`src/rtl/count_direction_decoder.sv`:
```
// rtl/count_direction_decoder.sv - recovers and validates up/down direction from a sampled count stream
module count_direction_decoder #(
  parameter int WIDTH  = 3,
  parameter int LOCK_N = 2
) (
  input  logic             clk,
  input  logic             clear,
  input  logic [WIDTH-1:0] num_in,
  input  logic             valid_in,
  output logic             dir_out,
  output logic             locked,
  output logic             rev,
  output logic             step_err,
  output logic [7:0]       err_count,
  output logic [WIDTH-1:0] last_num
);

  typedef enum logic [1:0] {
    S_EMPTY  = 2'd0,
    S_TRACK  = 2'd1,
    S_LOCKED = 2'd2
  } state_t;

  localparam logic [3:0]       LOCK_RUN = 4'(LOCK_N);
  localparam logic [WIDTH-1:0] DELTA_UP = WIDTH'(1);
  localparam logic [WIDTH-1:0] DELTA_DN = '1;

  state_t           state_q, state_d;
  logic             cand_q, cand_d;
  logic [3:0]       run_q, run_d;
  logic             dir_q, dir_d;
  logic             locked_q, locked_d;
  logic             rev_q, rev_d;
  logic             step_err_q, step_err_d;
  logic [7:0]       err_count_q, err_count_d;
  logic [WIDTH-1:0] last_num_q, last_num_d;

  logic [WIDTH-1:0] delta;
  logic             is_up, is_dn, is_bad, step_dn;

  // Classify the incoming sample against the last accepted one (mod 2^WIDTH, so wrap is legal)
  always_comb begin
    delta   = num_in - last_num_q;
    is_up   = (delta == DELTA_UP);
    is_dn   = (delta == DELTA_DN);
    is_bad  = !(is_up || is_dn || (delta == '0));
    step_dn = is_dn;
  end

  // Next-state and registered-output logic; pulses default low so idle cycles clear them
  always_comb begin
    state_d     = state_q;
    cand_d      = cand_q;
    run_d       = run_q;
    dir_d       = dir_q;
    locked_d    = locked_q;
    rev_d       = 1'b0;
    step_err_d  = 1'b0;
    err_count_d = err_count_q;
    last_num_d  = last_num_q;

    if (valid_in) begin
      last_num_d = num_in;
      case (state_q)
        S_EMPTY: begin
          run_d   = 4'd0;
          state_d = S_TRACK;
        end
        S_TRACK: begin
          if (is_bad) begin
            step_err_d  = 1'b1;
            err_count_d = (err_count_q == 8'hFF) ? err_count_q : err_count_q + 8'd1;
            run_d       = 4'd0;
          end else if (is_up || is_dn) begin
            if ((step_dn == cand_q) && (run_q != 4'd0)) begin
              run_d = (run_q >= LOCK_RUN) ? LOCK_RUN : run_q + 4'd1;
            end else begin
              cand_d = step_dn;
              run_d  = 4'd1;
            end
            if (run_d >= LOCK_RUN) begin
              state_d  = S_LOCKED;
              dir_d    = cand_d;
              locked_d = 1'b1;
            end
          end
        end
        S_LOCKED: begin
          if (is_bad) begin
            step_err_d  = 1'b1;
            err_count_d = (err_count_q == 8'hFF) ? err_count_q : err_count_q + 8'd1;
            run_d       = 4'd0;
            state_d     = S_TRACK;
            locked_d    = 1'b0;
          end else if ((is_up || is_dn) && (step_dn != dir_q)) begin
            // A clean opposite step is a legitimate mode change of the counter
            dir_d = ~dir_q;
            rev_d = 1'b1;
          end
        end
        default: state_d = S_EMPTY;
      endcase
    end
  end

  // State register with asynchronous active-low clear discarding all history
  always_ff @(posedge clk or negedge clear) begin
    if (!clear) begin
      state_q     <= S_EMPTY;
      cand_q      <= 1'b0;
      run_q       <= 4'd0;
      dir_q       <= 1'b0;
      locked_q    <= 1'b0;
      rev_q       <= 1'b0;
      step_err_q  <= 1'b0;
      err_count_q <= 8'd0;
      last_num_q  <= '0;
    end else begin
      state_q     <= state_d;
      cand_q      <= cand_d;
      run_q       <= run_d;
      dir_q       <= dir_d;
      locked_q    <= locked_d;
      rev_q       <= rev_d;
      step_err_q  <= step_err_d;
      err_count_q <= err_count_d;
      last_num_q  <= last_num_d;
    end
  end

  assign dir_out   = dir_q;
  assign locked    = locked_q;
  assign rev       = rev_q;
  assign step_err  = step_err_q;
  assign err_count = err_count_q;
  assign last_num  = last_num_q;

endmodule

```
`config.mk`:
```
export PLATFORM = sky130hd
export DESIGN_NAME = count_direction_decoder
export DESIGN_NICKNAME = d
export VERILOG_FILES = /design/src/rtl/count_direction_decoder.sv
export SDC_FILE = /design/constraint.sdc
export NUM_CORES = 1
export LEC_CHECK = 0
export CAP_MARGIN = 10
export CORE_UTILIZATION = 45
export DETAILED_ROUTE_END_ITERATION = 7
export PLACE_DENSITY = 0.71
export SLEW_MARGIN = 5
export SYNTH_ARGS = -nofsm -noshare
export SYNTH_HDL_FRONTEND = slang
export SYNTH_SLANG_ARGS = --single-unit
```
`constraint.sdc`:
```
create_clock -name clk -period 2.9 [get_ports clk]
set_input_delay 0.29 -clock clk [delete_from_list [all_inputs] [get_ports clk]]
set_output_delay 0.29 -clock clk [all_outputs]
set_load 0.05 [all_outputs]
```
# Word level (Yosys, flattened, before mapping)
# Cells that the tools add are included.
# Widths: inputs -> output; s select.
dict set report word_totals {
  elab_cells 81
  in_bits 6
  reg_bits 22
}
dict set report op_classes {
  n_reduce_logical 16
  order_cmp 2
  muxes 34
  n_bitwise 3
  add_sub_neg 3
  n_eq_ne 14
}
# operator count
set ops {}
lappend ops {{$mux 4} 9}
lappend ops {{$mux 1} 17}
lappend ops {{$ne 2x2->1 const B} 6}
lappend ops {{$pmux 4 s3} 1}
lappend ops {{$reduce_and 4->1} 3}
lappend ops {{$add 8x1->8 const B} 1}
lappend ops {{$eq 8x8->1 const B} 1}
lappend ops {{$ge 4x2->1 const B} 2}
lappend ops {{$mux 2} 4}
lappend ops {{$reduce_and 7->1} 1}
lappend ops {{$pmux 2 s3} 1}
lappend ops {{$reduce_and 6->1} 1}
lappend ops {{$reduce_and 5->1} 1}
lappend ops {{$add 4x1->4 const B} 1}
lappend ops {{$pmux 1 s2} 2}
lappend ops {{$reduce_bool 4->1} 1}
lappend ops {{$eq 3x1->1 const B} 1}
lappend ops {{$eq 3x3->1 const B} 1}
lappend ops {{$logic_not 3->1} 1}
lappend ops {{$ne 3x3->1 const B} 1}
lappend ops {{$not 1->1} 3}
lappend ops {{$reduce_bool 3->1} 1}
lappend ops {{$sub 3x3->3} 1}
lappend ops {{$eq 2x1->1 const B} 1}
lappend ops {{other kinds (8)} 10}

# Longest topological paths before layout
dict set report logic_depth {
  word_depth 14
  mapped_depth 11
}

# Worst setup path before layout
# OpenSTA, ideal clock, no wires.
dict set report synth_path {
  path_type {register to register}
  from {reg last_num_q[0], in the netlist last_num[0]}
  to {reg dir_q, in the netlist dir_out}
  period_less_slack_ps 2803
  path_stages_with_launch 10
  arrival_ps 2675
  slack_ps 97
  path_cell_list {dfrtp_1 ha_1 inv_1 fa_1 nor2b_1 and3_1 o21ai_1 o31ai_2 nand3_1 mux2_1}
}
dict set report synth_via {
  elab_chain_cells 12
  word_cells_on_any_way 27
}
# element line
set synth_rtl {}
lappend synth_rtl {{start: declaration} 36} ;# logic [WIDTH-1:0] last_num_q, last_num_d;
lappend synth_rtl {{start signal: assignment} 127} ;# last_num_q <= last_num_d;
lappend synth_rtl {{$sub 3x3->3 (*)} 43} ;# delta = num_in - last_num_q;
lappend synth_rtl {{$eq 3x3->1} 45} ;# is_dn = (delta == DELTA_DN);
lappend synth_rtl {{$eq 1x1->1} 75} ;# if ((step_dn == cand_q) && (run_q != 4'd0)) begin
lappend synth_rtl {{$logic_and 1x1->1} 75}
lappend synth_rtl {{$mux 4} 75}
lappend synth_rtl {{$mux 4} 74} ;# end else if (is_up || is_dn) begin
lappend synth_rtl {{$mux 4} 70} ;# if (is_bad) begin
lappend synth_rtl {{$mux 4} 64} ;# case (state_q)
lappend synth_rtl {{$mux 4} 62} ;# if (valid_in) begin
lappend synth_rtl {{$ge 4x2->1} 81} ;# if (run_d >= LOCK_RUN) begin
lappend synth_rtl {{$ne 2x2->1 (no line)} n/a}
lappend synth_rtl {{$reduce_and 7->1 (no line)} n/a}
lappend synth_rtl {{end signal: assignment} 122} ;# dir_q <= dir_d;
lappend synth_rtl {{end: declaration} 31} ;# logic dir_q, dir_d;
# Mark *: on every way between the ends. The rest lies on a longest branch, timed or not. The select of a mux whose other input is x is not followed.
# A chain may end at the register's enable or synchronous reset.

# Final worst setup path
dict set report layout_path {
  from {in num_in[0]}
  to {reg run_q[2]}
}
dict set report layout_via {
  elab_chain_cells 12
  word_cells_on_any_way 19
}
# element line
set layout_rtl {}
lappend layout_rtl {{start: declaration} 8} ;# input logic [WIDTH-1:0] num_in,
lappend layout_rtl {{$sub 3x3->3 (*)} 43}
lappend layout_rtl {{$eq 3x3->1} 45}
lappend layout_rtl {{$eq 1x1->1} 75}
lappend layout_rtl {{$logic_and 1x1->1} 75}
lappend layout_rtl {{$mux 4} 75}
lappend layout_rtl {{$mux 4} 74}
lappend layout_rtl {{$mux 4} 70}
lappend layout_rtl {{$mux 4} 64}
lappend layout_rtl {{$mux 4} 62}
lappend layout_rtl {{$mux 4} 74}
lappend layout_rtl {{$mux 4} 70}
lappend layout_rtl {{$pmux 4 s3} 64}
lappend layout_rtl {{end signal: assignment} 121} ;# run_q <= run_d;
lappend layout_rtl {{end: declaration} 30} ;# logic [3:0] run_q, run_d;
# Marks and branches as above.

==> flow_metrics.env <==
export IMPL_syn_inst=123
export IMPL_fin_skew_ns=0.00743
export IMPL_cts_tree="yes"
export IMPL_final_area_um2=1600
export IMPL_fp_dieH_um=55.7
export IMPL_nNetsFinal=165
export IMPL_dr_total_vias=973
export IMPL_ys_warn_count=0
export IMPL_crit_chain="clkdlybuf4s50_1, inv_1, ha_1, inv_1, fa_1, xnor3_2, mux2i_2, o21ai_1, nor3_4, mux2_2"
export IMPL_insertedDiodeCount=0
export IMPL_post_dp_cell_area_um2=1550
export IMPL_routed_wl_mm=2.61
export IMPL_antenna_found_initial=0
export IMPL_wire_per_inst_um=14.6
export IMPL_timing_final_ws_setup_ns=0.301
export IMPL_grt_usage=0.191
export IMPL_worstSetupPathDepth=10
export IMPL_final_cells=179
export IMPL_cpMaxStageDelayCell="clkdlybuf4s50_1"
export IMPL_grt_overflow_total=0
export IMPL_cp_data_required_time_ns=3.12
export IMPL_dr_pass1_iters=4
export IMPL_slew_violations=0
export IMPL_rsz0062_at_grt="no"
export IMPL_cts_buffers=3
export IMPL_synthSimpleGateAreaFrac=0.187
export IMPL_cts_buffer_depth=2
export IMPL_powerDensity_nw_per_um2=834
export IMPL_cts_sink_count=22
export IMPL_drive_gt1_frac=0.142
export IMPL_min_period_ns=2.60
export IMPL_wl_met1_mm=1.18
export IMPL_min_period_over_period=0.896
export IMPL_final_hold_viol_count=0
export IMPL_r2r_cells=8
export IMPL_ir_drop_mv=0.526
export IMPL_synthMuxAreaShare=0.0792
export IMPL_layout_common_cells="dfrtp_1 (22), clkdlybuf4s50_1 (20), inv_1 (11)"
export IMPL_synthAdderAreaFrac=0.102
export IMPL_top_layer="met4"
export IMPL_synth_top_family_by_area="simple AND/OR/NAND/NOR gates"
export IMPL_via_per_inst=5.44
export IMPL_max_stage_delay_ns=0.42
export IMPL_path_buf_inv=3
export IMPL_num_rows=19
export IMPL_cts_root_buf="clkbuf_4"
export IMPL_clk_pin_slew_ns=0.14
export IMPL_ioPinCount=21
export IMPL_crit_arrival_ns=2.82
export IMPL_status="finished clean"
export IMPL_critPathKind="in2reg"
export IMPL_cts_htree_levels=1
export IMPL_post_cts_resized=0
export IMPL_synth_ff_type="dfrtp_1"
export IMPL_drc=0
export IMPL_cp_top_family="multiplexers"
export IMPL_dieArea_um2=3100
export IMPL_synth_edff_count=0
export IMPL_fp_dieW_um=55.7
export IMPL_synth_compound_area_share=0.0801
export IMPL_grt_pass1_vias=1044
export IMPL_tightest_slew_ns=1.00
export IMPL_ys_seq_elements=22
export IMPL_dr_wl_met2_mm=1.31
export IMPL_post_cts_buffers=0
export IMPL_hp_class="in2async"
export IMPL_finalSetupViolCount=0
export IMPL_max_freq_mhz=385
export IMPL_area_growth_pct=23.3
export IMPL_leakage_nw=0.722
export IMPL_coreArea_um2=2730
export IMPL_initial_core_util=0.474
export IMPL_worstSetupStartpointType="input port"
export IMPL_grt_max_degree=23
export IMPL_ctsHoldBuffers=0
export IMPL_gp_congestion=0.911
export IMPL_reg2reg_slack_ns=0.35
export IMPL_timing_rr_start="last_num[0]"
export IMPL_dp_cells=175
export IMPL_synth_xor_area_frac=0.0792
export IMPL_cp_end_kind="flip-flop"
export IMPL_synthArstFlopShare=1.00
export IMPL_fin_setup_tns_ns=0
export IMPL_syn_num_nets=139
export IMPL_ant_nets=0
export IMPL_slew_headroom=0.331
export IMPL_syn_cell_area_um2=1300
export IMPL_cap_violations=0
export IMPL_clk_insertion_delay_late_ns=0.32
export IMPL_dpl_worst_slack_ns=-0.0676
export IMPL_wl_met3_um=55
export IMPL_path_max_fanout=10
export IMPL_rr_endpoint="run_q[2]"
export IMPL_cp_common_cell="inv_1"
export IMPL_io_buffers=20
export IMPL_grt_pass1_wl_mm=4.62
export IMPL_yosys_cell_types_count=38
export IMPL_timing_hold_ws_ns=0.501
export IMPL_drt_iter0_drc=29
export IMPL_synth_avg_cell_area_um2=10.5
export IMPL_layout_commonest_cell="dfrtp_1"
export IMPL_ys_seq_area_frac=0.425
export IMPL_hpwl_mm=1.97
## state kept, by name, summed over array words and instances, names as in the netlist
| signal | cells |
|---|---|
| cand_q | 1 |
| state_q | 2 |
| err_count | 8 |
| last_num | 3 |
| rev | 1 |
| step_err | 1 |
| run_q | 4 |
| locked | 1 |
| dir_out | 1 |
## cell type report
| type | count | area (µm²) |
|---|---|---|
| Clock buffer | 3 | 22.5 |
| Clock inverter | 1 | 30.0 |
| Fill cell | 229 | 1140 |
| Inverter | 11 | 41.3 |
| Multi-Input combinational cell | 87 | 684 |
| Sequential cell | 22 | 551 |
| Tap cell | 31 | 38.8 |
| Timing Repair Buffer | 24 | 230 |
## cell usage after synthesis (2+ instances only)
master    instances  area, µm²
mux2_2            5       56.3
nand2_1           6       22.5
nand3_1           3       15.0
nor2b_1           2       12.5
a21oi_1           4       20.0
dfrtp_1          22        551
mux2_1            2       22.5
and3_1            3       18.8
inv_1            11       41.3
nor2_1            7       26.3
nor3_1            3       15.0
o21ai_0           6       30.0
ha_1              9        113
o21ai_1           2       10.0
nand4_1           7       43.8
xnor2_1           7       61.3
nand3b_1          2       15.0
xor2_1            2       17.5
## metrics by stage
stage | utilization | total power, mW
after floorplan | - | 0.896
after global placement | 0.565 | 1.07
after detailed placement | 0.565 | 1.10
after CTS | 0.584 | 1.35
after global routing | 0.584 | 1.41
final | 0.584 | 1.33
## worst reg2reg max path, stage by stage (launching register included)
cell and delay [ns]:
dfrtp_1 0.39, ha_1 0.15, inv_1 0.04, fa_1 0.36
xnor3_2 0.35, mux2i_2 0.33, o21ai_1 0.17, nor3_4 0.29
mux2_2 0.36
## layer usage
layer / GRT usage / vias up
li1: - / 479
met1: 0.233 / 474
met2: 0.327 / 16
met3: 0.0233 / 4
met4: 0.104 / 0
met5: 0 / -
## power by group
part,switching (mW),internal (mW)
sequential,0.0703,0.372
clock,0.104,0.140
combinational,0.388,0.258
total,0.562,0.770
## logic make-up (layout without fill, tap and decap cells)
logic type	Yosys count	in the layout
adders and majority gates	10	10
and+or+nand+nor	41	41
muxes	9	9
AOI/OAI and AO/OA	17	17
xor gates and xnor gates	10	10
DFF	22	22
buffers and inverters	14	39
## how the worst max path moves through the flow
| stage | start | endpoint | slack [ns] |
|---|---|---|---|
| 6_report | num_in[0] | run_q[2] | 0.30 |
| 5_1_grt | num_in[0] | run_q[2] | 0.09 |
| 4_1_cts | num_in[0] | run_q[2] | 0.30 |
| 3_5_place_dp | num_in[0] | run_q[2] | -0.07 |
| 3_3_place_gp | num_in[0] | run_q[1] | 0.02 |
| 2_1_floorplan | last_num[0] | dir_out | 0.1 |
No activity file was read; power rests on OpenSTA's default activity.
